**src/rtl/counter_seq_ctrl.sv**
```systemverilog
// counter_seq_ctrl: two-requester load/run/done sequencer for an external counter (COUNTER_SEQ_RR_EN selects round-robin tie-break)
module counter_seq_ctrl #(
  parameter int WIDTH = 8,
  parameter int RUN_W = 8
) (
  input  logic             clk,
  input  logic             clr,
  input  logic             req0,
  input  logic             req1,
  input  logic [WIDTH-1:0] val0,
  input  logic [WIDTH-1:0] val1,
  input  logic [RUN_W-1:0] len0,
  input  logic [RUN_W-1:0] len1,
  output logic             gnt0,
  output logic             gnt1,
  output logic             l,
  output logic             s_s,
  output logic [WIDTH-1:0] d,
  input  logic [WIDTH-1:0] c,
  output logic [WIDTH-1:0] result,
  output logic             done,
  output logic             busy,
  output logic             owner
);
  typedef enum logic [1:0] {IDLE, LOAD, RUN, DONE} state_t;
  state_t           state_q;
  logic [RUN_W-1:0] cnt_q;
  logic [WIDTH-1:0] d_q, result_q;
  logic             gnt0_q, gnt1_q, l_q, s_s_q, done_q, busy_q, owner_q;
  logic             win_d;
`ifdef COUNTER_SEQ_RR_EN
  logic             last_q;
  // tie goes to the requester not granted last; last_q resets to 1 so req0 wins first
  always_comb win_d = (req0 && req1) ? ~last_q : ~req0;
`else
  // fixed priority: req0 always wins
  always_comb win_d = ~req0;
`endif
  // sequencer FSM with every output registered
  always_ff @(posedge clk or negedge clr) begin
    if (!clr) begin
      state_q  <= IDLE;
      cnt_q    <= '0;
      d_q      <= '0;
      result_q <= '0;
      gnt0_q   <= 1'b0;
      gnt1_q   <= 1'b0;
      l_q      <= 1'b0;
      s_s_q    <= 1'b0;
      done_q   <= 1'b0;
      busy_q   <= 1'b0;
      owner_q  <= 1'b0;
`ifdef COUNTER_SEQ_RR_EN
      last_q   <= 1'b1;
`endif
    end else begin
      gnt0_q <= 1'b0;
      gnt1_q <= 1'b0;
      l_q    <= 1'b0;
      done_q <= 1'b0;
      case (state_q)
        IDLE: if (req0 || req1) begin
          state_q <= LOAD;
          busy_q  <= 1'b1;
          l_q     <= 1'b1;
          owner_q <= win_d;
          gnt0_q  <= ~win_d;
          gnt1_q  <= win_d;
          d_q     <= win_d ? val1 : val0;
          cnt_q   <= win_d ? len1 : len0;
`ifdef COUNTER_SEQ_RR_EN
          last_q  <= win_d;
`endif
        end
        LOAD: begin
          state_q <= (|cnt_q) ? RUN : DONE;
          s_s_q   <= |cnt_q;
          done_q  <= ~|cnt_q;
        end
        RUN: begin
          cnt_q <= cnt_q - 1'b1;
          if (cnt_q == RUN_W'(1)) begin
            state_q <= DONE;
            s_s_q   <= 1'b0;
            done_q  <= 1'b1;
          end
        end
        DONE: begin
          state_q  <= IDLE;
          busy_q   <= 1'b0;
          result_q <= c;
        end
        default: state_q <= IDLE;
      endcase
    end
  end
  assign gnt0   = gnt0_q;
  assign gnt1   = gnt1_q;
  assign l      = l_q;
  assign s_s    = s_s_q;
  assign d      = d_q;
  assign result = result_q;
  assign done   = done_q;
  assign busy   = busy_q;
  assign owner  = owner_q;
endmodule

```
**config.mk**
```make
export PLATFORM = sky130hd
export DESIGN_NAME = counter_seq_ctrl
export DESIGN_NICKNAME = d
export VERILOG_FILES = /design/src/rtl/counter_seq_ctrl.sv
export SDC_FILE = /design/constraint.sdc
export NUM_CORES = 1
export LEC_CHECK = 0
export CAP_MARGIN = 15
export CORE_ASPECT_RATIO = 1.2
export CORE_MARGIN = 3
export CORE_UTILIZATION = 43
export DETAILED_ROUTE_END_ITERATION = 8
export PLACE_DENSITY = 0.79
export SYNTH_ARGS = -nofsm -noshare
export SYNTH_HDL_FRONTEND = slang
export SYNTH_SLANG_ARGS = --single-unit
```
**constraint.sdc**
```tcl
create_clock -name clk -period 2.4 [get_ports clk]
set_input_delay 0.72 -clock clk [delete_from_list [all_inputs] [get_ports clk]]
set_output_delay 0.72 -clock clk [all_outputs]
set_load 0.01 [all_outputs]
```
# == Word-level counts from Yosys, hierarchy flattened ==
# Index checks and enable logic that the tools add are counted.
# classes
add_sub_neg,1
n_eq_ne,6
mux,20
n_bitwise,1
reduce_logical,12
# ops
cell,count
8-bit 2-to-1 mux,3
8-bit one-hot mux with 2 select lines,1
1-bit 2-to-1 mux,10
2-bit AND reduction,5
8-bit by 1-bit equality test with 1-bit output (second input constant),1
2-bit one-hot mux with 4 select lines,1
8-bit OR reduction,1
8-bit by 1-bit subtractor with 8-bit output (second input constant),1
1-bit one-hot mux with 2 select lines,3
2-bit nonzero test,3
2-bit equality test (second input constant),2
2-bit 2-to-1 mux,2
2-bit != test (second input constant),2
2-bit by 1-bit equality test with 1-bit output (second input constant),1
2-bit zero test,1
1-bit zero test,1
1-bit logical OR,1
1-bit NOT,1
# totals
regBits,33
in_bits,44
word_cells,51

# == Depth between registers and ports, before layout ==
# depth
word_depth,3
ltp_mapped,7

# == Least setup slack after synthesis ==
# No wires, ideal clock.
# synth_path
path_type,register to register
startpoint,register state_q[0]
endpoint,register cnt_q[2]
setup_ns,0.121
t_arrival_ns,1.646
path_slack_ns,0.633
stages_incl_launch_ff,8
n_path_buf,1
period_less_slack_ns,1.767
cell_sequence,dfrtp_1 inv_1 ha_1 clkbuf_2 or3b_1 o21ai_1 a21oi_1 o22a_1
# synth_between
elab_chain_len,3
word_cells_on_any_way,6
# synth_rtl
item,line_no,rtl
start: declaration,26,state_t state_q;
start signal: assignment,76,state_q <= (|cnt_q) ? RUN : DONE;
2-bit equality test or 2-bit zero test (tied branches),61,case (state_q)
2-bit nonzero test (no line) or 2-bit != test (tied branches),-,
2-bit AND reduction (no line),-,
end signal: assignment,70,cnt_q <= win_d ? len1 : len0;
end signal: assignment,81,cnt_q <= cnt_q - 1'b1;
end: declaration,27,logic [RUN_W-1:0] cnt_q;
# Several ways; a longest one is shown, not always the timed one.
# A chain may end at the register's enable or synchronous reset.

# == Final worst setup path ==
# layout_path
startpoint,input port req1
endpoint,register cnt_q[7]
# layout_between
elab_chain_len,3
# layout_rtl
item,line_no,rtl
start: declaration,9,"input logic req1,"
1-bit logical OR,62,IDLE: if (req0 || req1) begin
2-bit != test (no line),-,
2-bit AND reduction (no line),-,
# Every way passes these cells.

==> reports/metrics.json <==
{
  "data_arrival_critical_path": {"value": 2.30, "unit": "ns"},
  "cap_violations": {"value": 0},
  "worst_setup_path_end_kind": {"value": "flip-flop"},
  "slew_headroom": {"value": 53.4, "unit": "%"},
  "gpl.final_weighted_congestion": {"value": 0.800},
  "vias_in_the_first_global_route": {"value": 1448},
  "setup.worst_path.class": {"value": "in2reg"},
  "timing.reg2reg.setup_slack": {"value": 0.34, "unit": "ns"},
  "chip_height": {"value": 75.4, "unit": "µm"},
  "cts_resized": {"value": 0},
  "clock_tree.root_cell": {"value": "sky130_fd_sc_hd__clkbuf_8"},
  "hold-path-cell-count": {"value": 2},
  "p_leak": {"value": 1.08, "unit": "nW"},
  "pre_cts_worst_setup_slack": {"value": 0.0415, "unit": "ns"},
  "post-route-worst-setup-slack": {"value": 0.320, "unit": "ns"},
  "fin_worst_skew": {"value": 0.00851, "unit": "ns"},
  "rsz_0062_raised_after_global_routing": {"value": "no"},
  "period_needed": {"value": 2.08, "unit": "ns"},
  "ys_seq_elements": {"value": 33},
  "final_nets": {"value": 289},
  "layout-area-overhead-vs-synth": {"value": 48.6, "unit": "%"},
  "num_io_pins": {"value": 67},
  "finalSetupViolations": {"value": 0},
  "clock-sinks": {"value": 33},
  "clock_power_share": {"value": 16.1, "unit": "%"},
  "postCtsHoldBufs": {"value": 0},
  "dr.first_iter.drc_count": {"value": 62},
  "hold-path-endpoint": {"value": "d[6]"},
  "placed_area": {"value": 2460, "unit": "µm²"},
  "initial_utilization": {"value": 45.9, "unit": "%"},
  "place.port_buffers": {"value": 66},
  "overall_die_area": {"value": 4810, "unit": "µm²"},
  "finalHoldViolations": {"value": 0},
  "grt_max_degree": {"value": 34},
  "postRouteWirelength": {"value": 4040, "unit": "µm"},
  "final_max_slew_viol_count": {"value": 0},
  "fmaxAchievable": {"value": 481, "unit": "MHz"},
  "cts.repair_timing.setup_buffer_count": {"value": 0},
  "finalCoreUtilization": {"value": 68.3, "unit": "%"},
  "vdd_drop_max": {"value": 0.667, "unit": "mV"},
  "floorplan.core_area": {"value": 3750, "unit": "µm²"},
  "number_of_fill_cells_in_the_layout": {"value": 303},
  "outcome": {"value": "finished clean"},
  "worst_r2r_endpoint": {"value": "cnt_q[7]"},
  "sequential_to_total_area_share_from_yosys_stat": {"value": 47.9, "unit": "%"},
  "hold_class": {"value": "reg2reg"},
  "synth.distinct_cells": {"value": 36},
  "worst_skew_pair.late_latency": {"value": 0.29, "unit": "ns"},
  "post_synth.cell_area_avg": {"value": 10.3, "unit": "µm²"},
  "r2r.worst_path.cells": {"value": 6},
  "grt_overflow_total": {"value": 0},
  "drcViolationCount": {"value": 0},
  "ctsLongestPathBuffers": {"value": 2},
  "drive_gt1_share": {"value": 14.2, "unit": "%"},
  "crit_fanout": {"value": 10},
  "worst_slew_pin_slew": {"value": 0.696, "unit": "ns"},
  "hpwlAfterDp": {"value": 3090, "unit": "µm"},
  "routed-via-count": {"value": 1466},
  "internal_power": {"value": 1.85, "unit": "mW"},
  "htreeDepth": {"value": 2},
  "clk_pin_slew": {"value": 0.08, "unit": "ns"},
  "power_density": {"value": 1140, "unit": "nW/µm²"},
  "num_rows": {"value": 24},
  "synthesis.nets": {"value": 218},
  "fin_area": {"value": 2560, "unit": "µm²"},
  "dieWidth": {"value": 63.8, "unit": "µm"},
  "timing.critical_path.from_type": {"value": "primary input"},
  "tritoncts.num_buffers": {"value": 5},
  "synthesis.area": {"value": 1720, "unit": "µm²"},
  "worstPathRequired": {"value": 2.62, "unit": "ns"},
  "post_drt_wl_per_cell": {"value": 13.9, "unit": "µm"},
  "power.sequential.fraction": {"value": 34.9, "unit": "%"},
  "launch_instance_of_the_worst_register_to_register_path": {"value": "state_q[0]"},
  "antenna_found_initial": {"value": 0},
  "yosys_warnings": {"value": 0},
  "drt-vias-per-instance": {"value": 5.04},
  "clock_tree_from_tritoncts": {"value": "built"},
  "fin_setup_tns": {"value": 0, "unit": "ns"},
  "p_sw": {"value": 1.08, "unit": "mW"},
  "combPwrFrac": {"value": 49.1, "unit": "%"},
  "min_period_over_period": {"value": 86.7, "unit": "%"},
  "num_antenna_cells": {"value": 0},
  "power.total": {"value": 2.93, "unit": "mW"},
  "netlist_instances": {"value": 167},
  "first_pass_iters": {"value": 5},
  "groute.usage.overall": {"value": 18.4, "unit": "%"},
  "grt_pass1_wl": {"value": 6750, "unit": "µm"},
  "netSwitchingFraction": {"value": 36.8, "unit": "%"},
  "antenna_violating_nets_left": {"value": 0},
  "timing.hold.worst.start": {"value": "d[6]"}
}
## worst max-delay path, stage by stage
cell	delay (ns)
sky130_fd_sc_hd__clkdlybuf4s50_1	0.57
sky130_fd_sc_hd__nor3b_1	0.11
sky130_fd_sc_hd__nor2_1	0.56
sky130_fd_sc_hd__o32ai_1	0.19
sky130_fd_sc_hd__a21oi_1	0.15
## layout make-up
| cell class | count | area (µm²) | area share (%) |
|---|---|---|---|
| Inverter | 9 | 33.8 | 1.32 |
| Multi-Input combinational cell | 117 | 831 | 32.4 |
| Timing Repair Buffer | 72 | 706 | 27.5 |
| Sequential cell | 33 | 826 | 32.2 |
| Tap cell | 52 | 65.1 | 2.54 |
| Clock inverter | 1 | 5.00 | 0.195 |
| Clock buffer | 7 | 96.3 | 3.76 |
## power by group through the flow
stage | combinational (mW) | clock, mW | sequential (mW)
floorplan | 0.750 | 0 | 1.08
global placement | 1.42 | 0 | 1.02
detailed placement | 1.45 | 0 | 1.03
CTS | 1.46 | 0.481 | 1.02
global route | 1.61 | 0.501 | 1.06
finish | 1.44 | 0.470 | 1.02
## synth_stat cells
library cell / instances / area share [%]
sky130_fd_sc_hd__mux2i_1: 10 / 5.8
sky130_fd_sc_hd__nand2_1: 17 / 3.7
sky130_fd_sc_hd__a211oi_1: 1 / 0.44
sky130_fd_sc_hd__ha_1: 7 / 5.1
sky130_fd_sc_hd__or3_4: 2 / 1.3
sky130_fd_sc_hd__a21boi_0: 1 / 0.44
sky130_fd_sc_hd__o32ai_1: 1 / 0.51
sky130_fd_sc_hd__o211ai_1: 1 / 0.44
sky130_fd_sc_hd__a311o_1: 1 / 0.58
sky130_fd_sc_hd__a41oi_1: 1 / 0.51
sky130_fd_sc_hd__nor4b_2: 1 / 0.87
sky130_fd_sc_hd__o22a_1: 1 / 0.51
sky130_fd_sc_hd__or3b_1: 1 / 0.51
sky130_fd_sc_hd__o22ai_1: 2 / 0.73
sky130_fd_sc_hd__o21ai_1: 2 / 0.58
sky130_fd_sc_hd__clkbuf_2: 1 / 0.29
sky130_fd_sc_hd__o31ai_1: 1 / 0.44
sky130_fd_sc_hd__nor4_2: 1 / 0.73
sky130_fd_sc_hd__nor2b_1: 1 / 0.36
sky130_fd_sc_hd__a31oi_1: 1 / 0.36
sky130_fd_sc_hd__nor2_1: 9 / 2.0
sky130_fd_sc_hd__nand3_1: 4 / 1.2
sky130_fd_sc_hd__a21oi_2: 1 / 0.51
sky130_fd_sc_hd__and2_1: 1 / 0.36
sky130_fd_sc_hd__o21ai_0: 15 / 4.4
sky130_fd_sc_hd__or3b_2: 1 / 0.51
sky130_fd_sc_hd__inv_1: 9 / 2.0
sky130_fd_sc_hd__clkbuf_1: 5 / 1.1
sky130_fd_sc_hd__a2bb2oi_1: 1 / 0.51
sky130_fd_sc_hd__nor3b_1: 3 / 1.3
sky130_fd_sc_hd__nor3_1: 1 / 0.29
sky130_fd_sc_hd__buf_2: 2 / 0.58
sky130_fd_sc_hd__dfrtp_1: 33 / 48
sky130_fd_sc_hd__nand4_1: 2 / 0.73
sky130_fd_sc_hd__a21oi_1: 12 / 3.5
sky130_fd_sc_hd__mux2_2: 14 / 9.1
## worst max path at each step
stage	startpoint	end	slack (ns)	cells after the start
floorplan	state_q[0]	cnt_q[2]	0.63	7
global route	state_q[0]	cnt_q[7]	0.14	6
CTS	req1	cnt_q[7]	0.35	5
global placement	req1	cnt_q[7]	0.14	5
finish	req1	cnt_q[7]	0.32	5
detailed placement	req1	cnt_q[7]	0.04	5
## layout by cell type, fill, tap and decap left out, drive strengths merged, types with 3 or more instances in the layout
master | synthesis | final
ha | 7 | 7
o21ai | 17 | 17
dfrtp | 33 | 33
buf | 2 | 6
clkdlybuf4s50 | 0 | 66
inv | 9 | 9
nor3b | 3 | 3
mux2i | 10 | 10
nand2 | 17 | 17
nor2 | 9 | 9
clkbuf | 6 | 7
mux2 | 14 | 14
nand3 | 4 | 4
a21oi | 13 | 13
## flip-flops by register name, indices dropped and copies added (netlist names)
register  count
cnt_q         8
d             8
result        8
state_q       2
busy          1
done          1
gnt0          1
gnt1          1
l             1
owner         1
s_s           1
## stage by stage
step	instances	hold slack [ns]
floorplan	167	0.424
finish	291	0.479
global route	291	0.510
CTS	291	0.485
detailed placement	283	0.470
global placement	283	0.462
## logic make-up (layout without fill, tap and decap cells)
family	Yosys count	after routing	synth area share (%)
flip-flops	33	33	47.9
buffers and inverters	17	89	3.92
adder cells (fa/ha/maj)	7	7	5.08
multiplexers	24	24	14.9
AND/OR/NAND/NOR	44	44	13.8
AO/OA/AOI/OAI	42	42	14.4
## layer usage
layer | part of all wire, % | GRT usage (%) | wire, µm | vias up
met5 | 0 | 0 | 0 | -
met4 | 2.1 | 7.91 | 86 | 0
met3 | 9.3 | 8.41 | 377 | 9
met2 | 50 | 32.3 | 2030 | 59
met1 | 38 | 19.3 | 1550 | 665
li1 | - | - | - | 733
Power figures use the tool's default switching activity.
